==> config.mk <==
export PLATFORM = sky130hd
export DESIGN_NAME = mem_access
export DESIGN_NICKNAME = d
export VERILOG_FILES = /design/src/rtl/mem_access.sv
export SDC_FILE = /design/constraint.sdc
export NUM_CORES = 1
export LEC_CHECK = 0
export ABC_AREA = 1
export CAP_MARGIN = 20
export CORE_MARGIN = 2
export CORE_UTILIZATION = 33
export DETAILED_ROUTE_END_ITERATION = 7
export PLACE_DENSITY_LB_ADDON = 0.05
export SKIP_LAST_GASP = 1
export SYNTH_ARGS = -nofsm -noshare
export SYNTH_HDL_FRONTEND = slang
export SYNTH_SLANG_ARGS = --single-unit
==> constraint.sdc <==
create_clock -name clk -period 2.6 [get_ports clk]
set_clock_uncertainty 0.05 [all_clocks]
set_input_delay 0.39 -clock clk [delete_from_list [all_inputs] [get_ports clk]]
set_output_delay 0.39 -clock clk [all_outputs]
set_load 0.03 [all_outputs]
==> src/rtl/mem_access.sv <==
// mem_access: load/store unit with 3-state IDLE/ACCESS/DONE sequencing, RAM/IO routing and lane handling
module mem_access #(
   parameter logic [31:0] IO_BASE = 32'hFFFF_FC00,
   parameter int          RAM_AW  = 14
) (
   input  logic              clk,
   input  logic              rst,
   input  logic              req_valid,
   input  logic              MemRead,
   input  logic              MemWrite,
   input  logic [2:0]        funct3,
   input  logic [31:0]       ALUResult,
   input  logic [31:0]       ReadData2,
   input  logic [31:0]       mem_rdata,
   input  logic [31:0]       io_rdata,
   output logic [RAM_AW-1:0] mem_addr,
   output logic [31:0]       mem_wdata,
   output logic [3:0]        mem_we,
   output logic [31:0]       io_addr,
   output logic [31:0]       io_wdata,
   output logic              io_rd,
   output logic              io_wr,
   output logic              stall,
   output logic [31:0]       LoadData,
   output logic              load_valid,
   output logic              fault
);
   localparam logic [1:0] IDLE = 2'd0, ACCESS = 2'd1, DONE = 2'd2;
   logic [1:0]  state, nxt;
   logic [31:0] a, d, ld, wd, rdata, sh, ext;
   logic [2:0]  f;
   logic        wr, io, rd_ok, wr_ok, mis, illegal, fault_cond, accept, idle, acc, done;
   logic [4:0]  sa;
   logic [3:0]  mask;
   assign rd_ok      = funct3 inside {3'b000, 3'b001, 3'b010, 3'b100, 3'b101};
   assign wr_ok      = ~funct3[2] & (funct3[1:0] != 2'b11);
   assign mis        = (funct3[1:0] == 2'b01 & ALUResult[0]) | (funct3[1:0] == 2'b10 & |ALUResult[1:0]);
   assign illegal    = (MemRead & MemWrite) | (MemRead & ~rd_ok) | (MemWrite & ~wr_ok) | mis;
   assign fault_cond = req_valid & (MemRead | MemWrite) & illegal;
   assign idle       = state == IDLE;
   assign acc        = state == ACCESS & ~rst;
   assign done       = state == DONE & ~rst;
   assign accept     = idle & req_valid & (MemRead ^ MemWrite) & ~illegal;
   assign fault      = idle & fault_cond & ~rst;
   assign stall      = ~rst & state != DONE & req_valid & (MemRead | MemWrite) & ~fault_cond;
   // alignment is guaranteed at accept, so one byte-granular shift serves b/h/w
   assign sa         = {a[1:0], 3'b000};
   assign mask       = f[1] ? 4'hF : f[0] ? (a[1] ? 4'hC : 4'h3) : 4'b0001 << a[1:0];
   assign wd         = rst ? 32'd0 : d << sa;
   assign mem_wdata  = wd;
   assign io_wdata   = wd;
   assign mem_we     = (acc & wr & ~io) ? mask : 4'd0;
   assign io_wr      = acc & wr & io;
   assign io_rd      = acc & ~wr & io;
   assign mem_addr   = (~idle & ~rst) ? a[RAM_AW+1:2] : '0;
   assign io_addr    = (~idle & ~rst) ? a : 32'd0;
   assign rdata      = io ? io_rdata : mem_rdata;
   assign sh         = rdata >> sa;
   assign ext        = f[1] ? sh : f[0] ? {{16{~f[2] & sh[15]}}, sh[15:0]} : {{24{~f[2] & sh[7]}}, sh[7:0]};
   assign load_valid = done & ~wr;
   assign LoadData   = rst ? 32'd0 : load_valid ? ext : ld;
   assign nxt        = idle ? (accept ? ACCESS : IDLE) : state == ACCESS ? DONE : IDLE;
   always_ff @(posedge clk) begin
      if (rst) begin
         state <= IDLE;
         a     <= '0;
         d     <= '0;
         f     <= '0;
         wr    <= 1'b0;
         io    <= 1'b0;
         ld    <= '0;
      end else begin
         state <= nxt;
         if (accept) begin
            a  <= ALUResult;
            d  <= ReadData2;
            f  <= funct3;
            wr <= MemWrite;
            io <= ALUResult >= IO_BASE;
         end
         if (load_valid) ld <= ext;
      end
   end
endmodule

==> results by group, run 1 <==
CTS
  • Post-CTS setup buffers: 0
  • Worst-skew pair later-pin latency: 0.35 ns
  • Total CTS buffers: 9
  • CTS tree: yes
  • CTS sink cnt: around 100
  • Clock buffer depth: 2
  • CTS root buf: clkbuf_16
  • CTS Hold Bufs: 0
  • H-tree depth: 3
  • Clock transition at the registers of the reported paths: 0.07 ns

Synthesis
  • #FFs+latches synth: 103
  • Yosys cell types: 29
  • Syn_area_per_cell: 6.31 µm²
  • Share of the synthesized area in the top cell type: 0.343
  • Area of the mapped netlist: 6020 µm²
  • Post-synth net total: approximately 1.1k
  • Post-synthesis sequential area ratio: 0.343
  • Yosys Warn Count: 0
  • Synth Instances: 953
  • Cell taking the most area after synthesis: dfxtp_1
  • Largest cells by area after synthesis: dfxtp_1 34%, nor2_1 14%, nand3_1 9.1%, nand2_1 8.8%, o21ai_0 7.1%

Detailed routing
  • Vias: approximately 7k
  • Detailed Route Iter0 Violations: between 200 and 300
  • Via density: between 4 and 5
  • Detailed-route DRC error count: 0
  • ANT nets after route: 0
  • Wire per inst: 15.4 µm
  • Drt pass-1 iters: 4
  • WL final: 21600 µm

Power and ir drop
  • Int Pwr: between 0.002 and 0.003 W
  • Seq pwr share: 0.414
  • Switching Fraction: 0.300
  • Clock power frac: 0.345
  • Max VDD drop: about 290 µV
  • Pwr/cell area: 444 nW/µm²
  • Leakage: between 4 and 5 nW
  • Overall Power: approximately 0.004 W
  • Switching pwr: between 0.001 and 0.0015 W
  • Combinational Power Share: 0.241

Place
  • DP HPWL: 16200 µm
  • Placed cell area: a little under 9000 µm²
  • Pre-CTS setup slack: 0.0434 ns
  • PortBufs: 286
  • GPL Wtd Cong: 0.840

Min path
  • Worst hold path class: reg2reg
  • Cells on Worst Hold Path: 2

Timing
  • Worst setup margin: between 0.07 and 0.08 ns
  • Final setup TNS: 0 ns
  • Final number of max-transition violations: 0
  • Final-report hold violation count: 0
  • Highest Clock Rate: 0.397 GHz
  • Max_slew headroom: 0.751
  • Tmin final: 2.52 ns
  • Fin crit share: 0.970
  • Setup violations, final: 0
  • Worst-margin pin slew: roughly 0.37 ns

GRT
  • Largest net degree at the start of global routing: 55
  • Vias in the first global route: 6320
  • First-pass GRT wire length: between 30000 and 40000 µm
  • GRT Resource Usage Total: 0.216
  • Initial antenna violation count: 0
  • GRT Residual Overflow: 0

Worst setup path
  • Worst Path Required: 2.16 ns
  • Arrival @ worst endpoint: ~2.1 ns
  • Worst Setup End Kind: output pin
  • Worst-case reg-to-reg path depth: 7
  • CP Launch Type: primary input
  • CP Class: in2out
  • Critical path fanouts, max: 32

Finish
  • Ant diodes: 0
  • Commonest non-fill, non-tap cell in the layout: nor2_1
  • Area Overhead vs Synth: 52.1%
  • Most frequent cells in the layout: 228 x nor2_1, 191 x clkdlybuf4s50_1, 139 x nand2_1
  • Fin area: 9150 µm²
  • Post-layout nets: around 1.3k
  • Share of cells above drive strength 1: 0.125

Die
  • Initial Util: 0.336
  • Die Area: between 15000 and 20000 µm²
  • Cell Rows: 49
  • Die extent in y: 139 µm
  • Core box area: 17900 µm²
  • IO Pins: 287
  • Die X: 139 µm

Job
  • Max-cap viol count: 0

Run status
  • Status: finished, final reports clean
final timing paths:
check	start	endpoint	slack (ns)
setup reg to reg	state[0]	a[17]	0.89
hold reg to reg	ld[27]	ld[27]	0.43
setup / recovery	rst	io_addr[4]	0.08
hold / removal	ld[27]	ld[27]	0.43
critical path: stages:
cell and delay [ns]:
clkdlybuf4s50_1 0.46, clkinv_2 0.11, nand2_1 0.09, buf_12 0.17
nor2_1 0.14, clkdlybuf4s50_1 0.69
routing by layer:
layer,GRT usage,vias up,routed length [µm]
met4,0.0420,0,267
met5,0,-,0
met3,0.0539,17,1450
li1,-,3473,-
met1,0.276,3115,9230
met2,0.372,219,10600
power groups by stage:
stage / clock [W] / combinational, W / sequential (W)
detailed placement: 0 / 0.000973 / 0.00172
CTS: 0.00145 / 0.000979 / 0.00168
finish: 0.00140 / 0.000977 / 0.00168
global route: 0.00150 / 0.00108 / 0.00169
floorplan: 0 / 0.000565 / 0.00170
global placement: 0 / 0.000973 / 0.00172
cells by family after synthesis:
group,after synthesis,share of synthesized area
and+or+nand+nor,503,0.349
buffers and inverters,177,0.150
AOI/OAI and AO/OA,168,0.153
DFF,103,0.343
adders and majority gates,2,0.00416
synth_stat cells:
library cell,n
buf_4,49
o21bai_1,1
ha_1,2
nand4_1,5
inv_2,5
nor2_4,1
buf_2,21
buf_6,4
o21a_1,7
a221oi_1,8
or2_0,8
clkbuf_1,36
nor3_1,2
or2_1,1
or2_4,1
a21o_1,1
nand2_2,2
nand3_4,1
buf_1,2
inv_1,60
dfxtp_1,103
nand2_1,141
a21oi_1,50
nor2_2,3
a31oi_1,8
o21ai_0,85
a22oi_1,8
nand3_1,110
nor2_1,228
layout make-up:
type / instances / area (µm²)
multi-input combinational: 673 / 3070
timing repair buffer: 320 / 3170
fill: 1927 / 8750
tap: 229 / 287
clock inverter: 7 / 78.8
sequential: 103 / 2070
clock buffer: 9 / 225
inverter: 65 / 253
registers in the layout, summed over array words and instances, names as in the netlist:
register,flops
a,32
d,32
ld,32
f,3
state,2
io,1
wr,1
through the flow:
stage               std cells   util  hold slack (ns)
global placement         1390  0.489            0.414
global route             1406  0.511            0.447
CTS                      1406  0.507            0.434
detailed placement       1390  0.489            0.420
finish                   1406  0.511            0.427
floorplan                 953      -            0.404
timing repair:
item                       in CTS  in global routing
gates resized for setup         4                 28
setup endpoints to repair      21                 46
pin swaps                       0                  1
No activity file was read; power rests on OpenSTA's default activity.
==> run 2, diff against run 1 <==
--- a/config.mk
+++ b/config.mk
@@ -7,8 +7,10 @@
 export LEC_CHECK = 0
 export ABC_AREA = 1
 export CAP_MARGIN = 20
+export CELL_PAD_IN_SITES_DETAIL_PLACEMENT = 1
+export CELL_PAD_IN_SITES_GLOBAL_PLACEMENT = 2
 export CORE_MARGIN = 2
-export CORE_UTILIZATION = 33
+export CORE_UTILIZATION = 22
 export DETAILED_ROUTE_END_ITERATION = 7
 export PLACE_DENSITY_LB_ADDON = 0.05
 export SKIP_LAST_GASP = 1
==> run 2 against run 1 <==
- final cell count is 8.0% higher
- critical path type unchanged
- sequential power is essentially flat
- combinational power hardly changed
- critical path depth did not move
- global-route usage fell by 3.6 points
- largest cell class unchanged
- via count about the same
- flip-flop and latch count did not move
- non-clock buffer count shrank 2
- die area increased by 48%
==> results by group, run 2 (same netlist as run 1, synthesis figures left out) <==
Run status
  • Status: finished, final reports clean

Finish
  • Post-layout nets: 1308 (-0.15%)
  • Share of cells above drive strength 1: 0.142 (+0.0172)
  • Area Overhead vs Synth: 55.1%
  • Commonest non-fill, non-tap cell in the layout: nor2_1
  • Largest regs: a (32), d (32), ld (32)
  • Most frequent cells in the layout: 228 x nor2_1, 177 x clkdlybuf4s50_1, 138 x nand2_1

CTS
  • CTS root buf: clkbuf_16
  • Worst-skew pair later-pin latency: 0.35 ns (about the same)
  • CTS tree: yes
  • Total CTS buffers: 9 (unchanged)
  • H-tree depth: 3 (unchanged)
  • Clock buffer depth: 2 (unchanged)
  • Clock transition at the registers of the reported paths: 0.08 ns (about the same)
  • CTS sink cnt: 103 (unchanged)

Worst setup path
  • Critical path fanouts, max: 32 (unchanged)
  • Worst Setup End Kind: output pin
  • Crit path largest cell delay: 0.69 ns (about the same)
  • Arrival @ worst endpoint: 2.04 ns (-0.04 ns)
  • Slowest cell on crit path: clkdlybuf4s50_1
  • Crit path cell chain: clkdlybuf4s50_1, clkinv_2, nand2_1, buf_12, nor2_1, clkdlybuf4s50_1
  • CP Class: in2out
  • Crit-path most repeated cell: clkdlybuf4s50_1
  • CP Launch Type: primary input
  • Worst Path Required: 2.16 ns (about the same)

Detailed routing
  • Vias: 6825 (+0.015%)
  • Drt pass-1 iters: 4 (unchanged)
  • Detailed-route DRC error count: 0 (unchanged)
  • Wire per inst: 17.3 µm (+13%)
  • WL final: 26300 µm (+22%)
  • Detailed Route Iter0 Violations: 255 (-11%)
  • ANT nets after route: 0 (unchanged)
  • Via density: 4.50 (-7.4%)

GRT
  • Initial antenna violation count: 2 (+2)
  • First-pass GRT wire length: 40000 µm (+18%)
  • GRT Residual Overflow: 0 (unchanged)
  • Vias in the first global route: 6843 (+8.3%)
  • GRT Resource Usage Total: 0.180 (-0.0357)
  • Largest net degree at the start of global routing: 49 (-11%)

Job
  • Max-cap viol count: 0 (unchanged)

Timing
  • RSZ-0062 raised after global routing: yes
  • Final number of max-transition violations: 0 (unchanged)
  • Worst setup margin: 0.121 ns (+0.0427 ns)
  • Max_slew headroom: 0.711 (-0.0400)
  • Worst-margin pin slew: 0.430 ns (+0.0573 ns)
  • Highest Clock Rate: 0.403 GHz (+1.7%)
  • Final-report hold violation count: 0 (unchanged)
  • Min Hold Slack: 0.432 ns (+0.00438 ns)
  • Setup violations, final: 0 (unchanged)
  • Fin crit share: 0.954 (-0.0164)
  • Tmin final: 2.48 ns (-0.0427 ns)

Die
  • Die Area: 28700 µm² (+48%)
  • Cell Rows: 60 (+22%)
  • IO Pins: 287 (unchanged)
  • Initial Util: 0.224 (-0.112)
  • Core box area: 26900 µm² (+50%)
  • Die X: 169 µm (+22%)
  • Die extent in y: 169 µm (+22%)

Power and ir drop
  • Leakage: 4.02 nW (-1.3%)
  • Max VDD drop: 299 µV (+4.1%)
  • Pwr/cell area: 447 nW/µm² (+0.65%)

Place
  • GPL Wtd Cong: 0.749 (-11%)
  • PortBufs: 286 (unchanged)
  • DP HPWL: 20000 µm (+24%)
  • Pre-CTS setup slack: 0.0678 ns (+0.0244 ns)

Min path
  • Worst hold path class: reg2reg
==> run 2: layout make-up <==
type                    count  area (µm²)
multi-input cells         673        3070
clock buffers               9         225
diodes                      2        5.00
repair buffers            318        3200
well taps                 341         427
fillers                  3338       17500
clock inverters             7        83.8
inverters                  65         249
flip-flops and latches    103        2070
==> run 2: per-layer routing <==
metal,vias up,track usage,share of wire
met1,3177,0.225,0.45
li1,3466,-,-
met3,17,0.0294,0.039
met4,0,0.0442,0.016
met5,-,0,0
met2,165,0.323,0.50
==> run 2: worst paths after layout <==
path         start     endpoint  slack [ns]  cells after the start
max            rst  io_addr[15]        0.12                      6
min          a[29]        a[29]        0.43                      2
max reg2reg   a[0]       ld[12]        0.93                      9
min reg2reg  a[29]        a[29]        0.43                      2
==> run 2: worst max-delay path: cells and delay by family <==
family / cells / cell delay [ns]
buffers and inverters: 4 / 1.42
and+or+nand+nor: 2 / 0.23
==> run 2: through the flow <==
stage	total power, W	TNS (ns)	util	cells	instance area [µm²]
6_report	0.00417	0	0.347	1518	9330
3_3_place_gp	0.00274	0	0.333	1500	8950
2_1_floorplan	0.00227	0	-	953	6020
3_5_place_dp	0.00274	0	0.333	1500	8950
4_1_cts	0.00426	0	0.345	1516	9260
5_1_grt	0.00441	-0.0144	0.347	1518	9330
==> run 2: what timing repair did <==
item,in CTS,in global routing
endpoints found under the setup margin,0,44
gates resized for setup,0,23
buffers inserted,0,0
hold buffers,0,0
==> run 2: where the power goes <==
part           internal (W)  switching (W)
Clock              0.000772       0.000709
Sequential          0.00164      0.0000424
Combinational      0.000444       0.000561
Total               0.00286        0.00131
==> run 3, diff against run 2 <==
--- a/config.mk
+++ b/config.mk
@@ -11,8 +11,9 @@
 export CELL_PAD_IN_SITES_GLOBAL_PLACEMENT = 2
 export CORE_MARGIN = 2
 export CORE_UTILIZATION = 22
+export CTS_BUF_LIST = sky130_fd_sc_hd__clkbuf_2
 export DETAILED_ROUTE_END_ITERATION = 7
-export PLACE_DENSITY_LB_ADDON = 0.05
+export PLACE_DENSITY = 0.92
 export SKIP_LAST_GASP = 1
 export SYNTH_ARGS = -nofsm -noshare
 export SYNTH_HDL_FRONTEND = slang
==> run 3 against run 2 <==
- the run now ends with setup timing left
- flip-flop and latch count is the same
- clock-buffer cell count stayed put
- clock power fell by 45%
- via count is 8.2% higher
- wire length increased by 8.8%
- die area stayed put
- worst setup slack worse by 0.32 ns
- non-clock buffer count grew 58
- register-to-register slack lost 1.1 ns
- core utilization up 5.2 points
- sequential share of layout area fell by 2.8 points
==> results by group, run 3 (same netlist as run 1, synthesis figures left out) <==
Job
  • Max-cap viol count: 0 (unchanged)

Die
  • Die Area: 28700 µm² (unchanged)
  • Core box area: 26900 µm² (unchanged)
  • Die extent in y: 169 µm (unchanged)
  • Initial Util: 0.224 (unchanged)
  • IO Pins: 287 (unchanged)
  • Die X: 169 µm (unchanged)
  • Cell Rows: 60 (unchanged)

CTS
  • CTS Hold Bufs: 0 (unchanged)
  • Clock transition at the registers of the reported paths: 0.37 ns (+0.29 ns)
  • Clock buffer depth: 2 (unchanged)
  • Worst-skew pair later-pin latency: 0.63 ns (+0.28 ns)
  • CTS root buf: clkbuf_2
  • CTS sink cnt: 103 (unchanged)
  • Total CTS buffers: 9 (unchanged)
  • CTS tree: yes
  • H-tree depth: 3 (unchanged)

Place
  • Placed cell area: 8930 µm² (-0.24%)
  • GPL Wtd Cong: 0.833 (+11%)
  • PortBufs: 286 (unchanged)
  • DP HPWL: 19500 µm (-2.3%)
  • DP Cell Count: 1498 (-0.13%)

Min path
  • Worst hold path class: in2reg

Timing
  • Fin crit share: 1.08 (+0.122)
  • Worst-margin pin slew: 0.426 ns (-0.00358 ns)
  • RSZ-0062 raised after global routing: yes
  • Setup violations, final: 49 (+49)
  • Final number of max-transition violations: 0 (unchanged)
  • Tmin final: 2.80 ns (+0.317 ns)
  • Final setup TNS: -5.64 ns (-5.64 ns)
  • Max_slew headroom: 0.716 (+0.00510)
  • Final-report hold violation count: 0 (unchanged)
  • Highest Clock Rate: 0.358 GHz (-11%)
  • Worst setup margin: -0.197 ns (-0.317 ns)

GRT
  • Initial antenna violation count: 2 (unchanged)
  • Vias in the first global route: 7615 (+11%)
  • GRT Resource Usage Total: 0.192 (+0.0115)
  • Largest net degree at the start of global routing: 55 (+12%)
  • GRT Residual Overflow: 0 (unchanged)
  • First-pass GRT wire length: 42500 µm (+6.4%)

Worst setup path
  • CP Launch Type: register
  • Worst Setup End Kind: output pin
  • CP Class: reg2out
  • Critical path fanouts, max: 6 (-81%)
  • Arrival @ worst endpoint: 2.36 ns (+0.32 ns)
  • Worst Path Required: 2.16 ns (about the same)

Finish
  • Fin area: 10700 µm² (+15%)
  • Core Util, Final: 0.399 (+0.0515)
  • Most frequent cells in the layout: 216 x nor2_1, 160 x buf_4, 135 x clkdlybuf4s50_1
  • Commonest non-fill, non-tap cell in the layout: nor2_1
  • Layout Cells excl Fill: 1576 (+3.8%)
  • Share of cells above drive strength 1: 0.334 (+0.192)
  • Area Overhead vs Synth: 78.1%
  • Post-layout nets: 1366 (+4.4%)
  • Largest regs: a (32), d (32), ld (32)

Power and ir drop
  • Leakage: 4.45 nW (+11%)
  • Pwr/cell area: 362 nW/µm² (-19%)
  • Max VDD drop: 220 µV (-26%)

Run status
  • Failing checks: setup timing
  • Status: complete, but fails checks

Detailed routing
  • Wire per inst: 18.1 µm (+4.8%)
  • ANT nets after route: 0 (unchanged)
  • Vias: 7385 (+8.2%)
  • Drt pass-1 iters: 4 (unchanged)
  • Detailed-route DRC error count: 0 (unchanged)
  • WL final: 28500 µm (+8.8%)
  • Via density: 4.69 (+4.2%)
  • Detailed Route Iter0 Violations: 296 (+16%)
## run 3: changes by cell type in the layout (fill, tap and decap cells not counted), moves of 26 or more
cell             change
buf_4               +56
nand3_1             -45
clkdlybuf4s50_1     -42
nand2_1             -40
nand3_2             +39
buf_6               +26
## run 3: through the flow
stage	hold slack (ns)	worst slack [ns]	power (W)
after global routing	0.178	-0.381	0.00409
final	0.234	-0.197	0.00388
after detailed placement	0.426	0.160	0.00274
after floorplan	0.404	0.300	0.00227
after CTS	0.135	-0.200	0.00389
after global placement	0.414	0.198	0.00272
## run 3: cell type report
class,count,area [µm²]
repair buffers,376,4010
fillers,3207,16200
multi-input cells,673,3830
clock buffers,9,45.0
well taps,341,427
diodes,2,5.00
clock inverters,7,62.6
flip-flops and latches,103,2070
inverters,65,264
## run 3: where the power goes
| group | leakage, nW | internal, W | switching, W | total (W) |
|---|---|---|---|---|
| clock network | 0.0590 | 0.000148 | 0.000661 | 0.000808 |
| registers | 0.838 | 0.00165 | 0.0000490 | 0.00170 |
| logic | 3.55 | 0.000656 | 0.000720 | 0.00138 |
| total | 4.45 | 0.00245 | 0.00143 | 0.00388 |
## run 3: per-layer routing
layer  global-route usage  up-vias  wire, µm
met5                    0        -         0
met2                0.355      236     14800
li1                     -     3587         -
met3               0.0317       34      1310
met1                0.226     3528     12000
met4               0.0565        0       522
## run 3: path summary, 6_finish.rpt
check	depth (start not counted)	endpoint	slack [ns]	start
setup / recovery	15	LoadData[17]	-0.20	io
hold reg to reg	2	a[12]	0.46	a[12]
hold / removal	3	d[28]	0.23	ReadData2[28]
setup reg to reg	23	ld[25]	-0.13	io
## run 3: critical path, stage by stage, from the launching register on
cell and delay [ns]:
dfxtp_4 0.47, inv_6 0.04, buf_12 0.13, nand2_4 0.06, nand2_4 0.05, nand2_2 0.06, nand2_2 0.05, inv_2 0.06
nand2_2 0.05, nand2_2 0.09, nand2_4 0.06, buf_12 0.14, buf_16 0.14, nand3_1 0.10, nand2_2 0.08, buf_6 0.14
## run 3: repair_timing
action / 4_1_cts / 5_1_grt
cloned: 9 / 0
pin swaps: 59 / 31
buffers inserted: 46 / 9
setup endpoints to repair: 94 / 82
resized for setup: 208 / 51
